`src/rtl/pong_pkg.sv`:
```
// Shared definitions for the pong collision engine: controller states,
// wall_hit bit positions and hit_zone encodings.
package pong_pkg;

    typedef enum logic [1:0] {
        ST_IDLE    = 2'd0,
        ST_EVAL    = 2'd1,
        ST_RESOLVE = 2'd2,
        ST_SERVE   = 2'd3
    } engine_state_t;

    localparam int WALL_BOTTOM = 0;
    localparam int WALL_RIGHT  = 1;
    localparam int WALL_TOP    = 2;
    localparam int WALL_LEFT   = 3;

    localparam logic [1:0] ZONE_NONE   = 2'b00;
    localparam logic [1:0] ZONE_TOP    = 2'b01;
    localparam logic [1:0] ZONE_MIDDLE = 2'b10;
    localparam logic [1:0] ZONE_BOTTOM = 2'b11;

endpackage

```
`src/rtl/aabb_overlap.sv`:
```
// Axis-aligned rectangle overlap test; edges that merely touch count as overlap.
// Sums are one bit wider than the coordinates so they never wrap.
module aabb_overlap #(
    parameter int COORD_W = 11
) (
    input  logic [COORD_W-1:0] a_x,
    input  logic [COORD_W-1:0] a_y,
    input  logic [COORD_W-1:0] a_w,
    input  logic [COORD_W-1:0] a_h,
    input  logic [COORD_W-1:0] b_x,
    input  logic [COORD_W-1:0] b_y,
    input  logic [COORD_W-1:0] b_w,
    input  logic [COORD_W-1:0] b_h,
    output logic               overlap
);

    logic [COORD_W:0] a_right, a_bottom, b_right, b_bottom;

    assign a_right  = {1'b0, a_x} + {1'b0, a_w};
    assign a_bottom = {1'b0, a_y} + {1'b0, a_h};
    assign b_right  = {1'b0, b_x} + {1'b0, b_w};
    assign b_bottom = {1'b0, b_y} + {1'b0, b_h};

    assign overlap = (a_right >= {1'b0, b_x}) && ({1'b0, a_x} <= b_right) &&
                     (a_bottom >= {1'b0, b_y}) && ({1'b0, a_y} <= b_bottom);

endmodule

```
`src/rtl/collision_engine.sv`:
```
// Per-frame pong collision engine: latches the ball and paddles on frame_tick,
// evaluates walls and paddles, then resolves direction, scoring and serve hold.
module collision_engine
    import pong_pkg::*;
#(
    parameter int COORD_W      = 11,
    parameter int SCREEN_W     = 640,
    parameter int SCREEN_H     = 480,
    parameter int MARGIN       = 10,
    parameter int LOCK_FRAMES  = 4,
    parameter int SERVE_FRAMES = 60
) (
    input  logic               clk,
    input  logic               rst,
    input  logic               frame_tick,
    input  logic [COORD_W-1:0] ball_x,
    input  logic [COORD_W-1:0] ball_y,
    input  logic [COORD_W-1:0] ball_w,
    input  logic [COORD_W-1:0] ball_h,
    input  logic [COORD_W-1:0] padl_x,
    input  logic [COORD_W-1:0] padl_y,
    input  logic [COORD_W-1:0] padl_w,
    input  logic [COORD_W-1:0] padl_h,
    input  logic [COORD_W-1:0] padr_x,
    input  logic [COORD_W-1:0] padr_y,
    input  logic [COORD_W-1:0] padr_w,
    input  logic [COORD_W-1:0] padr_h,
    output logic [3:0]         wall_hit,
    output logic               dir_x,
    output logic               dir_y,
    output logic               hit_l,
    output logic               hit_r,
    output logic               score_l,
    output logic               score_r,
    output logic               bounce_y,
    output logic               evt_valid,
    output logic [1:0]         hit_zone,
    output logic               serve_hold,
    output logic               overrun
);

    localparam int LOCK_W  = $clog2(LOCK_FRAMES + 1);
    localparam int SERVE_W = $clog2(SERVE_FRAMES + 1);

    localparam logic [COORD_W:0] EDGE_LIM  = (COORD_W+1)'(MARGIN);
    localparam logic [COORD_W:0] RIGHT_LIM = (COORD_W+1)'(SCREEN_W - MARGIN);
    localparam logic [COORD_W:0] BOT_LIM   = (COORD_W+1)'(SCREEN_H - MARGIN);

    engine_state_t state;

    logic [COORD_W-1:0] b_x, b_y, b_w, b_h;
    logic [COORD_W-1:0] l_x, l_y, l_w, l_h;
    logic [COORD_W-1:0] r_x, r_y, r_w, r_h;

    logic               top_q, bot_q, left_q, right_q;
    logic               ovl_l_q, ovl_r_q;
    logic [1:0]         zone_l_q, zone_r_q;

    logic [LOCK_W-1:0]  lockout;
    logic [SERVE_W-1:0] serve_cnt;

    logic               ovl_l, ovl_r;
    logic [COORD_W:0]   ball_right, ball_bottom, centre;

    logic               take_l, take_r, any_hit, goal_l, goal_r;
    logic               next_dir_y, next_bounce;

    aabb_overlap #(.COORD_W(COORD_W)) u_overlap_l (
        .a_x(b_x), .a_y(b_y), .a_w(b_w), .a_h(b_h),
        .b_x(l_x), .b_y(l_y), .b_w(l_w), .b_h(l_h),
        .overlap(ovl_l)
    );

    aabb_overlap #(.COORD_W(COORD_W)) u_overlap_r (
        .a_x(b_x), .a_y(b_y), .a_w(b_w), .a_h(b_h),
        .b_x(r_x), .b_y(r_y), .b_w(r_w), .b_h(r_h),
        .overlap(ovl_r)
    );

    assign ball_right  = {1'b0, b_x} + {1'b0, b_w};
    assign ball_bottom = {1'b0, b_y} + {1'b0, b_h};
    assign centre      = {1'b0, b_y} + {2'b0, b_h[COORD_W-1:1]};

    // Quarter-height bands at each end of the paddle; everything between is middle.
    function automatic logic [1:0] zone_of(input logic [COORD_W:0]   c,
                                           input logic [COORD_W-1:0] py,
                                           input logic [COORD_W-1:0] ph);
        logic [COORD_W:0] quarter, top_lim, bot_lim;
        quarter = {3'b0, ph[COORD_W-1:2]};
        top_lim = {1'b0, py} + quarter;
        bot_lim = {1'b0, py} + {1'b0, ph} - quarter;
        if (c < top_lim)      return ZONE_TOP;
        else if (c > bot_lim) return ZONE_BOTTOM;
        else                  return ZONE_MIDDLE;
    endfunction

    always_comb begin
        take_r      = ovl_r_q && dir_x && (lockout == '0);
        take_l      = ovl_l_q && !dir_x && (lockout == '0);
        any_hit     = take_r || take_l;
        goal_r      = left_q && !any_hit;
        goal_l      = right_q && !any_hit && !left_q;
        next_dir_y  = dir_y;
        next_bounce = 1'b0;
        if (top_q && !bot_q && !dir_y) begin
            next_dir_y  = 1'b1;
            next_bounce = 1'b1;
        end else if (bot_q && !top_q && dir_y) begin
            next_dir_y  = 1'b0;
            next_bounce = 1'b1;
        end
    end

    always_ff @(posedge clk) begin
        if (rst) begin
            state      <= ST_IDLE;
            wall_hit   <= '0;
            dir_x      <= 1'b1;
            dir_y      <= 1'b1;
            hit_l      <= 1'b0;
            hit_r      <= 1'b0;
            score_l    <= 1'b0;
            score_r    <= 1'b0;
            bounce_y   <= 1'b0;
            evt_valid  <= 1'b0;
            hit_zone   <= ZONE_NONE;
            serve_hold <= 1'b0;
            overrun    <= 1'b0;
            lockout    <= '0;
            serve_cnt  <= '0;
            b_x <= '0; b_y <= '0; b_w <= '0; b_h <= '0;
            l_x <= '0; l_y <= '0; l_w <= '0; l_h <= '0;
            r_x <= '0; r_y <= '0; r_w <= '0; r_h <= '0;
            top_q <= 1'b0; bot_q <= 1'b0; left_q <= 1'b0; right_q <= 1'b0;
            ovl_l_q <= 1'b0; ovl_r_q <= 1'b0;
            zone_l_q <= ZONE_NONE; zone_r_q <= ZONE_NONE;
        end else begin
            hit_l     <= 1'b0;
            hit_r     <= 1'b0;
            score_l   <= 1'b0;
            score_r   <= 1'b0;
            bounce_y  <= 1'b0;
            evt_valid <= 1'b0;
            case (state)
                ST_IDLE: begin
                    if (frame_tick) begin
                        b_x <= ball_x; b_y <= ball_y; b_w <= ball_w; b_h <= ball_h;
                        l_x <= padl_x; l_y <= padl_y; l_w <= padl_w; l_h <= padl_h;
                        r_x <= padr_x; r_y <= padr_y; r_w <= padr_w; r_h <= padr_h;
                        state <= ST_EVAL;
                    end
                end
                ST_EVAL: begin
                    if (frame_tick) overrun <= 1'b1;
                    top_q    <= {1'b0, b_y} <= EDGE_LIM;
                    bot_q    <= ball_bottom >= BOT_LIM;
                    left_q   <= {1'b0, b_x} <= EDGE_LIM;
                    right_q  <= ball_right >= RIGHT_LIM;
                    ovl_l_q  <= ovl_l;
                    ovl_r_q  <= ovl_r;
                    zone_l_q <= zone_of(centre, l_y, l_h);
                    zone_r_q <= zone_of(centre, r_y, r_h);
                    state    <= ST_RESOLVE;
                end
                ST_RESOLVE: begin
                    if (frame_tick) overrun <= 1'b1;
                    wall_hit[WALL_BOTTOM] <= bot_q;
                    wall_hit[WALL_RIGHT]  <= right_q;
                    wall_hit[WALL_TOP]    <= top_q;
                    wall_hit[WALL_LEFT]   <= left_q;
                    hit_l     <= take_l;
                    hit_r     <= take_r;
                    score_l   <= goal_l;
                    score_r   <= goal_r;
                    bounce_y  <= next_bounce;
                    dir_y     <= next_dir_y;
                    evt_valid <= 1'b1;
                    hit_zone  <= take_r ? zone_r_q : (take_l ? zone_l_q : ZONE_NONE);
                    if (take_r)      dir_x <= 1'b0;
                    else if (take_l) dir_x <= 1'b1;
                    else if (goal_r) dir_x <= 1'b0;
                    else if (goal_l) dir_x <= 1'b1;
                    if (any_hit)              lockout <= LOCK_W'(LOCK_FRAMES);
                    else if (lockout != '0)   lockout <= lockout - 1'b1;
                    if (goal_l || goal_r) begin
                        serve_cnt  <= SERVE_W'(SERVE_FRAMES);
                        serve_hold <= 1'b1;
                        state      <= ST_SERVE;
                    end else begin
                        state <= ST_IDLE;
                    end
                end
                ST_SERVE: begin
                    if (frame_tick) begin
                        if (serve_cnt <= SERVE_W'(1)) begin
                            serve_cnt  <= '0;
                            serve_hold <= 1'b0;
                            state      <= ST_IDLE;
                        end else begin
                            serve_cnt <= serve_cnt - 1'b1;
                        end
                    end
                end
                default: state <= ST_IDLE;
            endcase
        end
    end

endmodule

```
`config.mk`:
```
export PLATFORM = sky130hd
export DESIGN_NAME = collision_engine
export DESIGN_NICKNAME = d
export VERILOG_FILES = /design/src/rtl/pong_pkg.sv /design/src/rtl/aabb_overlap.sv /design/src/rtl/collision_engine.sv
export SDC_FILE = /design/constraint.sdc
export NUM_CORES = 1
export LEC_CHECK = 0
export BUFFER_PORTS_ARGS = -buffer_cell sky130_fd_sc_hd__buf_2
export CORE_ASPECT_RATIO = 0.8
export CORE_MARGIN = 4
export CORE_UTILIZATION = 50
export CTS_CLUSTER_DIAMETER = 40
export DETAILED_ROUTE_END_ITERATION = 7
export PLACE_DENSITY_LB_ADDON = 0.05
export SLEW_MARGIN = 25
export SYNTH_ARGS = -nofsm -noshare
export SYNTH_HDL_FRONTEND = slang
export SYNTH_SLANG_ARGS = --single-unit
export TNS_END_PERCENT = 20
```
`constraint.sdc`:
```
create_clock -name clk -period 5.3 [get_ports clk]
set_input_delay 0 -clock clk [delete_from_list [all_inputs] [get_ports clk]]
set_output_delay 0 -clock clk [all_outputs]
set_load 0.01 [all_outputs]
```
==> results of run 1 <==
-- stage by stage --
step / cells / util / total power [mW] / worst slack (ns) / instance area (um^2)
global route: 2430 / 0.619 / 7.13 / 0.353 / 17000
CTS: 2430 / 0.619 / 6.56 / 0.668 / 17000
global placement: 2265 / 0.549 / 5.11 / 0.798 / 15100
floorplan: 1797 / - / 4.28 / 1.12 / 14000
detailed placement: 2265 / 0.549 / 5.20 / 0.702 / 15100
finish: 2430 / 0.619 / 6.56 / 0.628 / 17000
-- path summary, 6_finish.rpt --
kind | endpoint | depth (start not counted) | slack (ns) | startpoint
setup / recovery | zone_l_q[0] | 19 | 0.63 | l_y[0]
hold / removal | serve_cnt[2] | 2 | 0.14 | rst
setup reg to reg | zone_l_q[0] | 19 | 0.63 | l_y[0]
hold reg to reg | r_w[2] | 2 | 0.46 | r_w[2]
-- routing by layer --
metal / share of wire / vias up
li1: - / 6841
met1: 0.51 / 6103
met2: 0.42 / 310
met3: 0.054 / 36
met4: 0.016 / 0
met5: 0 / -
-- cell type report --
cell class | instances | area [um^2]
clock buffer | 21 | 460
multi-input combinational | 1431 | 9880
fill | 2512 | 10500
clock inverter | 11 | 120
sequential | 169 | 3380
timing repair buffer | 289 | 2130
tap | 364 | 455
inverter | 145 | 544
-- what timing repair did --
action | in CTS | in global routing
gates resized for setup | 0 | 0
hold buffers | 133 | 0
hold endpoints to repair | 134 | 0
buffers inserted | 0 | 0
-- logic make-up (layout without fill, tap and decap cells) --
logic type | after synthesis | after routing | share of synthesized area
AND/OR/NAND/NOR | 563 | 563 | 0.182
AO/OA/AOI/OAI | 507 | 507 | 0.220
adder cells (fa/ha/maj) | 265 | 265 | 0.243
buffers and inverters | 197 | 466 | 0.0529
flip-flops | 169 | 169 | 0.242
XOR/XNOR | 91 | 91 | 0.0570
multiplexers | 5 | 5 | 0.00358
-- power breakdown --
group	total, mW	internal, mW	switching (mW)
registers	1.72	1.46	0.265
clock network	1.26	0.718	0.544
logic	3.57	1.56	2.01
-- placed cells by master (no fill, tap or decap), drive strengths merged, types with 13 or more instances in the layout --
cell type,count
nand2,318
ha,253
a21oi,250
dfxtp,169
buf,156
inv,146
dlygate4sd3,133
o21ai,71
nor2,71
xnor2,68
a21o,55
nor3,33
nand3,28
nor2b,26
xor2,23
nand2b,21
clkbuf,21
o21bai,19
a211oi,16
nor4,13
-- worst max-delay path, stage by stage (launching register included) --
cell       delay, ns
dfxtp_1         0.34
ha_1            0.24
fa_1            0.41
a21o_1          0.18
a21oi_1         0.23
o21bai_1        0.13
a2111o_1        0.46
nand2_1         0.09
xnor2_1         0.16
ha_1            0.32
a21o_1          0.17
a31oi_1         0.23
nand3_1         0.13
xor2_1          0.17
ha_1            0.30
nand4_1         0.14
nor3_1          0.08
a2111oi_0       0.41
o21ai_0         0.16
o221a_2         0.24
==> qor.yml, run 1 <==
status: "completed"
synthArstFlopShare: 0
syn-instance-count: 1797
synthTopCellsByArea: "dfxtp_1 24%, ha_1 23%, a21oi_1 8.9%"
cts_tree: "built"
yosysWarnings: 0
drt-pass1-iter-count: 5
slew_headroom: 0.352
cts.path.max_buffers: 2
clock_sinks: 169
cp-start-kind: "flip-flop"
gp_congestion: 0.870
io_buffers: 150
synth_area_um2: 14000
ys_ff_latch: 169
hold_class: "in2reg"
avgSynthCellArea_um2: 7.78
max_clock_freq_mhz: 214
die_h_um: 158
grt_use_met3: 0.0413
synth.most_common_cell: "nand2_1"
path_class: "reg2reg"
drive_gt1_frac: 0.101
gr-total-overflow: 0
coreArea_um2: 27400
fin_crit_ns: 4.67
path_max_fanout: 4
design.portCount: 151
rows: 54
synth_cell_types: 66
yosysTopAreaCell: "dfxtp_1"
synth_top_area_frac: 0.242
worst_pin_slew_ns: 0.971
vias: 13300
required_ns: 5.63
synthTopCellsByCount: "318 x nand2_1, 253 x ha_1, 250 x a21oi_1"
grt_pass1_vias: 12600
clk_latency_ns: 0.43
grt_use_met1: 0.389
start_util: 0.510
p_per_area_nw_per_um2: 386
die_area_um2: 30700
leakagePower_nw: 7.78
avgViaCountPerCell: 5.47
drc: 0
ir_drop_v: 0.000246
hold_violations: 0
drt_iter0_drc: 855
antenna_found_initial: 0
num_antenna_cells: 0
area_delta_synth_final_pct: 21.4
ant_nets: 0
top_usage_layer: "met1"
htree_levels: 4
slew_violations: 0
grt_max_degree: 90
synthFlopType: "dfxtp_1"
dp_hpwl_um: 30800
wl_per_cell_um: 16.7
cts_buffers: 17
num-nets-final: 2452
grt_pass1_wl_um: 64500
fp.dieW_um: 195
grt_usage: 0.258
fin_skew_ns: 0.00806
totalWireLength_um: 40600
tns_ns: 0
cap_violations: 0
rsz0062_at_grt: "false"
period_share: 0.882
end_kind: "flip-flop"
path_clk_slew_ns: 0.07
timing.hold.ws_ns: 0.141
grt_util_met2: 0.389
synth_edf_count: 0
yosysSeqAreaShare: 0.242
finalSetupViolCount: 0
root_buffer: "clkbuf_16"
cp.arrival_ns: 5.00
synth_fp_nets: 2196
Power figures use the tool's default switching activity.
==> run 2: changes to the inputs <==
GPL_TIMING_DRIVEN = 0   (was default)
==> qor.yml, run 2 (synthesized netlist as in run 1, its figures left out) <==
status: "completed"
wl_per_cell_um: 17.7
critPathSlowestCell: "a2111oi_0"
drt_iter0_drc: 900
vias: 13700
cp_common_cell: "ha_1"
endpoint: "zone_l_q[0]"
ir_drop_v: 0.000234
start_util: 0.510
io_buffers: 149
path_class: "reg2reg"
cap_violations: 0
grt_usage: 0.276
fin_skew_ns: 0.00982
grt_pass1_vias: 13000
worst_pin_slew_ns: 0.875
slew_violations: 0
crit_chain: "ha_1 > fa_1 > a21o_1 > a21oi_1 > o21bai_1 > a2111o_1 > nand2_1 > xnor2_1 > ha_1 > a21o_1 > a31oi_1 > nand3_1 > xor2_1 > ha_1 > nand4_1 > nor3_1 > a2111oi_0 > o21ai_0 > o221a_2"
required_ns: 5.64
cts_tree: "built"
cts.path.max_buffers: 2
finalSetupViolCount: 0
final_cell_mix: "318 x nand2_1, 253 x ha_1, 250 x a21oi_1"
coreArea_um2: 27400
r2r_end: "zone_l_q[0]"
drc: 0
reg2regPathDepth: 19
clk_latency_ns: 0.44
utilization: 0.622
multiInputGateArea_um2: 9860
gp_congestion: 0.946
fin_crit_ns: 5.00
end_kind: "flip-flop"
drive_gt1_frac: 0.0943
drt-pass1-iter-count: 5
dp_hpwl_um: 34400
area_delta_synth_final_pct: 22.1
num-nets-final: 2497
fp.dieW_um: 195
p_per_area_nw_per_um2: 386
rows: 54
hold_class: "in2reg"
stdcell_count: 2475
max_stage_delay_ns: 0.50
tns_ns: 0
r2r_start: "l_h[0]"
totalWireLength_um: 43900
critPathLaunch: "l_h[0]"
design.portCount: 151
cts_buffers: 17
num_antenna_cells: 0
die_h_um: 158
grt_pass1_wl_um: 67500
leakagePower_nw: 7.78
ff2ff_setup_slack_ns: 0.30
antenna_found_initial: 0
path_clk_slew_ns: 0.07
dp_cells: 2310
hold_violations: 0
path_max_fanout: 4
cp.arrival_ns: 5.33
hold_depth: 3
max_clock_freq_mhz: 200
final_common_cell: "nand2_1"
postCtsSetupRepairBufs: 0
period_share: 0.943
avgViaCountPerCell: 5.55
n_fill_cell: 2494
clock_sinks: 169
gr-total-overflow: 0
ant_nets: 0
root_buffer: "clkbuf_16"
die_area_um2: 30700
grt_max_degree: 17
slew_headroom: 0.417
cp-start-kind: "flip-flop"
regArea_um2: 3380
rsz0062_at_grt: "false"
htree_levels: 4
[run 2: changes by cell type in the layout (fill, tap and decap cells not counted), moves of 2 or more]
cell,previous run,this run
buf_1,0,3
buf_4,7,0
clkinvlp_4,3,5
inv_6,1,3
clkbuf_1,2,51
clkinv_2,4,2
clkbuf_8,2,0
[run 2: per-layer routing]
metal	track usage	share of wire	routed length (um)
met1	0.392	0.48	21200
met2	0.433	0.43	18900
met3	0.0449	0.063	2750
met4	0.0828	0.023	1010
met5	0	0	0
[run 2: worst min path at each step]
stage                          from     end
after CTS                       rst   dir_y
after detailed placement  padr_w[3]  r_w[3]
after global placement    padr_h[7]  r_h[7]
final                           rst   dir_y
after floorplan           ball_h[0]  b_h[0]
after global routing            rst   dir_y
[run 2: layout make-up]
type	instances	share of cell area
clock buffer	19	0.0254
timing repair buffer	282	0.122
inverter	145	0.0319
tap	364	0.0267
sequential	169	0.198
clock inverter	13	0.00711
multi-input combinational	1431	0.578
buffer	52	0.0114
[run 2: where the power goes]
part	total [mW]	switching, mW	internal [mW]
clock	1.22	0.573	0.651
combinational	3.65	2.08	1.57
sequential	1.72	0.262	1.46
total	6.59	2.91	3.68
[run 2: timing repair]
item	CTS	global route
hold endpoints to repair	134	0
resized for setup	0	0
hold buffers	133	0
[run 2: metrics by stage]
stage          area, um^2  total power [mW]  worst slack (ns)  hold WS (ns)
6_report            17100              6.59             0.303         0.285
3_5_place_dp        15200              5.25             0.367         0.245
5_1_grt             17100              7.13            0.0293         0.299
4_1_cts             17100              6.56             0.328         0.247
3_3_place_gp        15200              5.14             0.371         0.241
2_1_floorplan       14000              4.28              1.12         0.136
[run 2: critical path, delay by kind of cell (launching register included)]
kind,cells,cell delay [ns]
AOI/OAI and AO/OA,9,2.45
xor gates and xnor gates,2,0.31
adders and majority gates,4,1.27
DFF,1,0.38
and+or+nand+nor,4,0.47
